File: src/rtl/down_counter.sv
// down_counter: loadable down counter with one-shot / periodic auto-reload.
// A three-state FSM (IDLE, RUN, EXPIRED) tracks whether a count is active.
// A load always wins. tc is a registered one-cycle pulse that follows each
// terminal edge, which is the edge where cout steps down from 1.
module down_counter #(
    parameter int WIDTH = 4
) (
    input  logic             clk,
    input  logic             reset,
    input  logic             load,
    input  logic [WIDTH-1:0] load_val,
    input  logic             en,
    input  logic             auto_reload,
    output logic [WIDTH-1:0] cout,
    output logic             tc,
    output logic             busy
);

    typedef enum logic [1:0] {
        IDLE    = 2'd0,
        RUN     = 2'd1,
        EXPIRED = 2'd2
    } state_t;

    localparam logic [WIDTH-1:0] ZERO = '0;
    localparam logic [WIDTH-1:0] ONE  = {{(WIDTH-1){1'b0}}, 1'b1};

    state_t           state_reg, state_next;
    logic [WIDTH-1:0] count_reg, count_next;
    logic [WIDTH-1:0] reload_reg, reload_next;
    logic             tc_reg, tc_next;

    // State and datapath registers.
    // Reset clears these registers asynchronously.
    // The first load after reset release is sampled on an ordinary clock edge.
    always_ff @(posedge clk or negedge reset) begin
        if (!reset) begin
            state_reg  <= IDLE;
            count_reg  <= ZERO;
            reload_reg <= ZERO;
            tc_reg     <= 1'b0;
        end else begin
            state_reg  <= state_next;
            count_reg  <= count_next;
            reload_reg <= reload_next;
            tc_reg     <= tc_next;
        end
    end

    // Next-state and datapath logic.
    // A load overrides both en and terminal detection.
    always_comb begin
        state_next  = state_reg;
        count_next  = count_reg;
        reload_next = reload_reg;
        tc_next     = 1'b0;

        if (load) begin
            count_next  = load_val;
            reload_next = load_val;
            // A zero load has nothing to count, so it expires without a tc pulse.
            state_next  = (load_val != ZERO) ? RUN : EXPIRED;
        end else if (state_reg == RUN && en) begin
            if (count_reg == ONE) begin
                // Terminal edge: auto_reload is sampled only here.
                tc_next = 1'b1;
                if (auto_reload) begin
                    count_next = reload_reg;
                end else begin
                    count_next = ZERO;
                    state_next = EXPIRED;
                end
            end else if (count_reg == ZERO) begin
                // RUN with a zero count cannot occur. Retire without
                // underflowing if it ever does.
                state_next = EXPIRED;
            end else begin
                count_next = count_reg - ONE;
            end
        end
    end

    // Outputs come straight from registers.
    // busy is a pure decode of the state register.
    assign cout = count_reg;
    assign tc   = tc_reg;
    assign busy = (state_reg == RUN);

endmodule

File: config.mk
export PLATFORM = sky130hd
export DESIGN_NAME = down_counter
export DESIGN_NICKNAME = d
export VERILOG_FILES = /design/src/rtl/down_counter.sv
export SDC_FILE = /design/constraint.sdc
export NUM_CORES = 1
export LEC_CHECK = 0
export ABC_AREA = 1
export CAP_MARGIN = 20
export CORE_ASPECT_RATIO = 0.75
export CORE_UTILIZATION = 35
export CTS_BUF_LIST = sky130_fd_sc_hd__clkbuf_16
export CTS_CLUSTER_SIZE = 24
export DETAILED_ROUTE_END_ITERATION = 10
export GPL_TIMING_DRIVEN = 1
export HOLD_SLACK_MARGIN = 0.15
export SKIP_CTS_REPAIR_TIMING = 1
export SLEW_MARGIN = 20
export SYNTH_ARGS = -nofsm -noshare
export SYNTH_HDL_FRONTEND = slang
export SYNTH_SLANG_ARGS = --single-unit
File: constraint.sdc
create_clock -name clk -period 2.7 [get_ports clk]
set_input_delay 0.81 -clock clk [delete_from_list [all_inputs] [get_ports clk]]
set_output_delay 0.81 -clock clk [all_outputs]
set_load 0.03 [all_outputs]
## Word-level counts from Yosys, hierarchy flattened

Index checks and enable logic that the tools add are counted.

- Flip-flop bits (word level): 11
- Input bits: 9
- Output and inout bits: 6

- Add/subtract/negate cells: 1
- Equality and inequality tests: 4
- Multiplexer cells: 14
- Reductions and logical operators: 7

Operator list:

| cell | count |
|---|---|
| 4-bit two-way mux | 5 |
| 2-bit two-way mux | 6 |
| 3-bit != test, second input constant | 2 |
| 4-bit by 1-bit equality test with 1-bit output, second input constant | 1 |
| 4-bit logical NOT | 1 |
| 4-bit nonzero test | 1 |
| 4-bit by 1-bit subtractor with 4-bit output, second input constant | 1 |
| 1-bit two-way mux | 3 |
| 3-bit AND reduction | 1 |
| 3-bit nonzero test | 1 |
| 2-bit by 1-bit equality test with 1-bit output, second input constant | 1 |
| 2-bit AND reduction | 1 |
| 2-bit nonzero test | 1 |
| 1-bit logical AND | 1 |

## Longest topological paths before layout

Gate-level depths: netlist of run 1.

- Word-level depth: 5
- Depth in mapped cells: 9
- Depth with buffers taken out: 9

## Worst setup path before layout of run 1

Ideal clock, no wire load.

- Path type: register -> output
- Start point: reg state_reg[1]
- End point: out busy
- Arrival: 0.675 ns
- Setup slack: 1.215 ns
- Stages on the path, launching flop included: 2
- Buffers on the path: 0
- Cell sequence: dfrtp_1 nor2_2

- Cells in the longest elaborated chain, start to end: 1

RTL lines:

| item | line | source |
|---|---|---|
| start, declared | 28 | `state_t state_reg, state_next;` |
| start signal, assigned | 43 | `state_reg <= state_next;` |
| 2-bit by 1-bit equality test with 1-bit output | 87 | `assign busy = (state_reg == RUN);` |
| end, declared | 16 | `output logic busy` |

No other way between the ends.

## Worst setup path in the final report of run 1

- Start point: reg count_reg[2] (netlist: cout[2])
- End point: out cout[2]

RTL lines:

| item | line | source |
|---|---|---|
| start, declared | 29 | `logic [WIDTH-1:0] count_reg, count_next;` |
| start signal, assigned | 44 | `count_reg <= count_next;` |
| end, declared | 14 | `output logic [WIDTH-1:0] cout,` |

No word-level cell between the ends.

==> results.yml, run 1 <==
detailed_routing:
  post_drt_wl_per_cell_um: 10.8
  initialDrtViolationCount: 15
  dr.pass1.iters: 4
  via_per_inst: 4.58
  drtAntennaViolNets: 0
  drcViolationCount: 0
  num_vias: 609
  wl_um: 1430
synthesis:
  synth_most_common_cell: "nand2_1"
  syn_inst: 93
  synth_area_um2: 694
  async_reset_ff_share_pct: 100
  synth.largest_area_cell: "dfrtp_1"
  synth_warnings: 0
  synth_edf_count: 0
  syn-num-nets: 105
  synth_commonest_cells: "nand2_1 (42), dfrtp_1 (11), inv_1 (10)"
  netlist.area_leader.share_pct: 39.6
  avgSynthCellArea_um2: 7.47
  synth_area_leaders: "dfrtp_1 (40%), nand2_1 (23%), ha_1 (5.4%), inv_1 (5.4%), nand3_2 (4.3%)"
  synth-main-ff-cell: "dfrtp_1"
  yosys_register_bits: 11
  ys_seq_area_share_pct: 39.6
  yosys.cell_types.count: 20
global_routing:
  antenna_found_initial: 0
  use_met2_pct: 20.3
  grt_overflow_total: 0
  grt_util_met3_pct: 5.68
  grt_max_degree: 12
  grt_pass1_wl_um: 2200
  grt_util_met1_pct: 21.8
  track_usage_pct: 16.0
  busiest_layer: "met1"
  grt_pass1_vias: 515
place:
  place_ws_ns: 0.691
  dpl.cell_count: 129
  placed_cell_area_um2: 862
  port_buffers: 14
  dp_hpwl_um: 1080
  place_congestion: 0.759
final_layout:
  nets: 124
  stdcell_count: 133
  fill_cells: 178
  drive_gt1_share_pct: 14.4
  finalCoreUtilization_pct: 52.6
  area_growth_pct: 35.5
  design_area_um2: 941
  n_antenna_cell: 0
sta:
  period_minus_slack_ns: 2.24
  finalHoldViolCount: 0
  fin_tns_setup_ns: 0
  max_slew_margin_pct: 64.7
  fin_crit_sh_pct: 82.9
  finClkSkew_ns: 0.00204
  rsz0062_at_grt: "false"
  tightest_slew_ns: 0.528
  slew_viol_final: 0
  finalWorstSetupSlack_ns: 0.462
  fmax_mhz: 447
  whs_ns: 0.468
  setup_viol_count_final: 0
clock_tree:
  cts_tree: "done"
  numCtsBuffers: 3
  cts_max_path_buffers: 2
  worstSkewPairLatency_ns: 0.24
  clkTransAtPathRegs_ns: 0.04
  root_buffer: "clkbuf_16"
  cts_htree_levels: 1
  clkSinkCount: 11
power_and_ir_drop:
  ir_drop_mv: 0.471
  power_mw: 1.01
  cellPowerDensity_nw_per_um2: 1080
  leakage_nw: 0.497
die:
  fp.dieW_um: 53.4
  core_um2: 1790
  ios: 15
  dieArea_um2: 2170
  die_h_um: 40.6
  start_util_pct: 38.8
  num_rows: 13
critical_path:
  path_delay_family: "buffers and inverters"
  slowest_stage: "clkdlybuf4s50_1"
  cp.arrival_ns: 1.43
  start_kind: "flop"
  critical_path_class: "flop to output port"
  crit_required_ns: 1.89
  crit_path_end_kind: "output port"
  crit_chain: "clkdlybuf4s50_1"
  critPathMaxFanout: 5
  cp.buffers_inverters: 1
  slowest_delay_ns: 0.72
run_status:
  status: "complete, no violations"
run:
  maxCapViolCount: 0
worst_hold_path:
  holdCritPathClass: "flop to flop"
[cells by family after synthesis]
family                   synth area share, %
AO/OA/AOI/OAI                           3.78
XOR/XNOR                                1.26
buffers and inverters                   7.93
AND/OR/NAND/NOR                         42.0
flip-flops                              39.6
adder cells (fa/ha/maj)                 5.41
[layout by cell type, fill, tap and decap left out]
cell,synthesis,layout
nand4_1,1,1
nor2_1,5,5
buf_4,1,1
clkbuf_16,0,3
nand2_4,1,1
nand2_1,42,42
nand3_1,4,4
nor2_4,1,1
clkdlybuf4s50_1,0,14
nor3_1,1,1
nor2_2,1,1
nand3_2,3,3
nand2_2,2,2
dfrtp_1,11,11
inv_1,10,11
inv_2,1,1
xor2_1,1,1
a21oi_4,1,1
inv_4,1,1
o21ai_0,2,2
nand4_2,1,1
ha_1,3,3
[worst paths after layout]
path	start	endpoint	slack, ns	cells after the start
max reg2reg	cout[1]	cout[3]	1.29	9
min	state_reg[0]	state_reg[0]	0.47	2
max in group asynchronous	reset	cout[0]	1.43	1
min reg2reg	state_reg[0]	state_reg[0]	0.47	2
min in group asynchronous	reset	tc	0.92	1
max	cout[2]	cout[2]	0.46	1
[layout make-up]
| cell class | instances | area (µm²) | share of cell area [%] |
|---|---|---|---|
| Timing Repair Buffer | 15 | 148 | 15.7 |
| Tap cell | 22 | 27.5 | 2.93 |
| Multi-Input combinational cell | 69 | 364 | 38.7 |
| Inverter | 12 | 47.5 | 5.05 |
| Clock buffer | 3 | 75.1 | 7.98 |
| Sequential cell | 11 | 275 | 29.3 |
| Clock inverter | 1 | 3.75 | 0.399 |
[power by group]
group	internal [mW]	switching (mW)
clock network	0.195	0.0760
logic	0.186	0.294
registers	0.211	0.0514
total	0.592	0.422
[metal layers]
| layer | vias to the layer above | share of wire, % | routed length, µm |
|---|---|---|---|
| li1 | 323 | - | - |
| met1 | 262 | 53 | 759 |
| met2 | 19 | 38 | 542 |
| met3 | 5 | 6.0 | 86 |
| met4 | 0 | 2.9 | 42 |
| met5 | - | 0 | 0 |
[worst min-delay path, stage by stage (launching register included)]
cell and delay (ns):
dfrtp_1 0.33, nand2_1 0.06, nand2_1 0.05
(Power assumes the default switching activity.)
==> run 2, diff against run 1 <==
==> constraint.sdc (replaced) <==
create_clock -name clk -period 2.3 [get_ports clk]
set_input_delay 0.69 -clock clk [delete_from_list [all_inputs] [get_ports clk]]
set_output_delay 0.69 -clock clk [all_outputs]
set_load 0.03 [all_outputs]
==> run 2 against run 1 <==
Effect of this change: count of clock-buffer cells in the layout is the same; worst setup slack lost 0.27 ns; final area is the same; largest power group unchanged; critical path type unchanged; global-route usage shrank 0.48 points; critical endpoint is now busy; total power increased by 17%.
==> results.yml, run 2 (synthesized netlist as in run 1, its figures left out) <==
run_status:
  status: "complete, no violations"
detailed_routing:
  drcViolationCount: 0
  drtAntennaViolNets: 0
  wl_um: 1410
  dr.pass1.iters: 4
  initialDrtViolationCount: 11
  via_per_inst: 4.57
  num_vias: 608
  post_drt_wl_per_cell_um: 10.6
global_routing:
  track_usage_pct: 15.5
  antenna_found_initial: 0
  grt_max_degree: 12
  grt_pass1_vias: 491
  grt_overflow_total: 0
  grt_pass1_wl_um: 2130
final_layout:
  fill_cells: 177
  n_antenna_cell: 0
  nets: 124
  layout_common_cells: "nand2_1 (42), clkdlybuf4s50_1 (14), inv_1 (11), dfrtp_1 (11), nor2_1 (5)"
  area_growth_pct: 35.5
  final_common_cell: "nand2_1"
  drive_gt1_share_pct: 14.4
die:
  num_rows: 13
  start_util_pct: 38.8
  die_h_um: 40.6
  dieArea_um2: 2170
  ios: 15
  fp.dieW_um: 53.4
  core_um2: 1790
place:
  port_buffers: 14
  dp_hpwl_um: 1050
  place_congestion: 0.759
power_and_ir_drop:
  intPower_mw: 0.695
  power_frac_seq_pct: 25.7
  ir_drop_mv: 0.872
  leakage_nw: 0.497
  p_sw_mw: 0.491
  pwr-share-comb_pct: 47.6
  switching_share_pct: 41.4
  clkPwrFrac_pct: 26.7
  cellPowerDensity_nw_per_um2: 1260
sta:
  period_minus_slack_ns: 2.11
  rsz0062_at_grt: "false"
  finClkSkew_ns: 0.00295
  whs_ns: 0.466
  finalHoldViolCount: 0
  fin_crit_sh_pct: 91.7
  setup_viol_count_final: 0
  slew_viol_final: 0
  max_slew_margin_pct: 64.1
  fin_tns_setup_ns: 0
  fmax_mhz: 474
  tightest_slew_ns: 0.537
critical_path:
  r2r-end: "cout[3]"
  crit_required_ns: 1.61
  reg2reg_depth: 9
  regToRegStartpoint: "cout[1]"
  rrSetupSlack_ns: 0.89
  critical_path_class: "flop to output port"
  start_kind: "flop"
  crit_path_end_kind: "output port"
  cp.arrival_ns: 1.42
  critPathMaxFanout: 2
clock_tree:
  cts_htree_levels: 1
  cts_tree: "done"
  clkTransAtPathRegs_ns: 0.04
  worstSkewPairLatency_ns: 0.24
  cts_max_path_buffers: 2
  clkSinkCount: 11
  numCtsBuffers: 3
  root_buffer: "clkbuf_16"
worst_hold_path:
  hold_start: "reload_reg[3]"
  hold_depth: 2
  holdCritPathClass: "flop to flop"
  hold_end: "reload_reg[3]"
run:
  maxCapViolCount: 0
-- run 2: cell counts in the layout (fill, tap and decap cells not counted) --
No cell type changed its count.
-- run 2: metal layers --
metal / share of wire (%) / GRT usage (%) / wire, µm / vias to the layer above
li1: - / - / - / 326
met1: 52 / 20.5 / 736 / 265
met2: 40 / 21.3 / 562 / 15
met3: 6.8 / 6.82 / 96 / 2
met4: 1.2 / 7.89 / 17 / 0
met5: 0 / 0 / 0 / -
-- run 2: worst max-delay path by stage --
| stage | from | end | slack (ns) | cells after the start |
|---|---|---|---|---|
| floorplan | cout[1] | cout[2] | 0.85 | 8 |
| global placement | load | state_reg[1] | 0.41 | 7 |
| detailed placement | load | state_reg[1] | 0.40 | 7 |
| CTS | state_reg[1] | busy | 0.19 | 2 |
| global route | state_reg[1] | busy | 0.13 | 2 |
| finish | state_reg[1] | busy | 0.19 | 2 |
-- run 2: metrics by stage --
stage | util, % | area, µm² | worst slack, ns | power [mW] | instances
finish | 52.6 | 941 | 0.192 | 1.19 | 133
detailed placement | 48.2 | 862 | 0.403 | 0.869 | 129
CTS | 52.6 | 941 | 0.188 | 1.19 | 133
global placement | 48.2 | 862 | 0.408 | 0.875 | 129
global route | 52.6 | 941 | 0.134 | 1.27 | 133
floorplan | - | 694 | 0.854 | 0.700 | 93
-- run 2: power groups by stage --
stage,Combinational (mW),Sequential (mW),Clock [mW]
CTS,0.565,0.306,0.322
finish,0.564,0.305,0.317
floorplan,0.327,0.373,0
global placement,0.564,0.311,0
detailed placement,0.560,0.308,0
global route,0.626,0.317,0.331
-- run 2: layout make-up --
cell class	count	area [µm²]	area share [%]
clock buffers	3	75.1	7.98
clock inverters	1	3.75	0.399
inverters	12	47.5	5.05
multi-input cells	69	364	38.7
flip-flops and latches	11	275	29.3
well taps	22	27.5	2.93
repair buffers	15	148	15.7
-- run 2: worst max-delay path, cell delays in order (launching register included) --
cell and delay (ns):
dfrtp_1 0.38, nor2_2 0.13, clkdlybuf4s50_1 0.67
==> run 3, diff against run 2 <==
--- a/config.mk
+++ b/config.mk
@@ -19,3 +19,4 @@
 export SYNTH_ARGS = -nofsm -noshare
 export SYNTH_HDL_FRONTEND = slang
 export SYNTH_SLANG_ARGS = --single-unit
+export TNS_END_PERCENT = 30
==> results of run 3 <==
Final layout, timing and power as in run 2 (identical DEF).
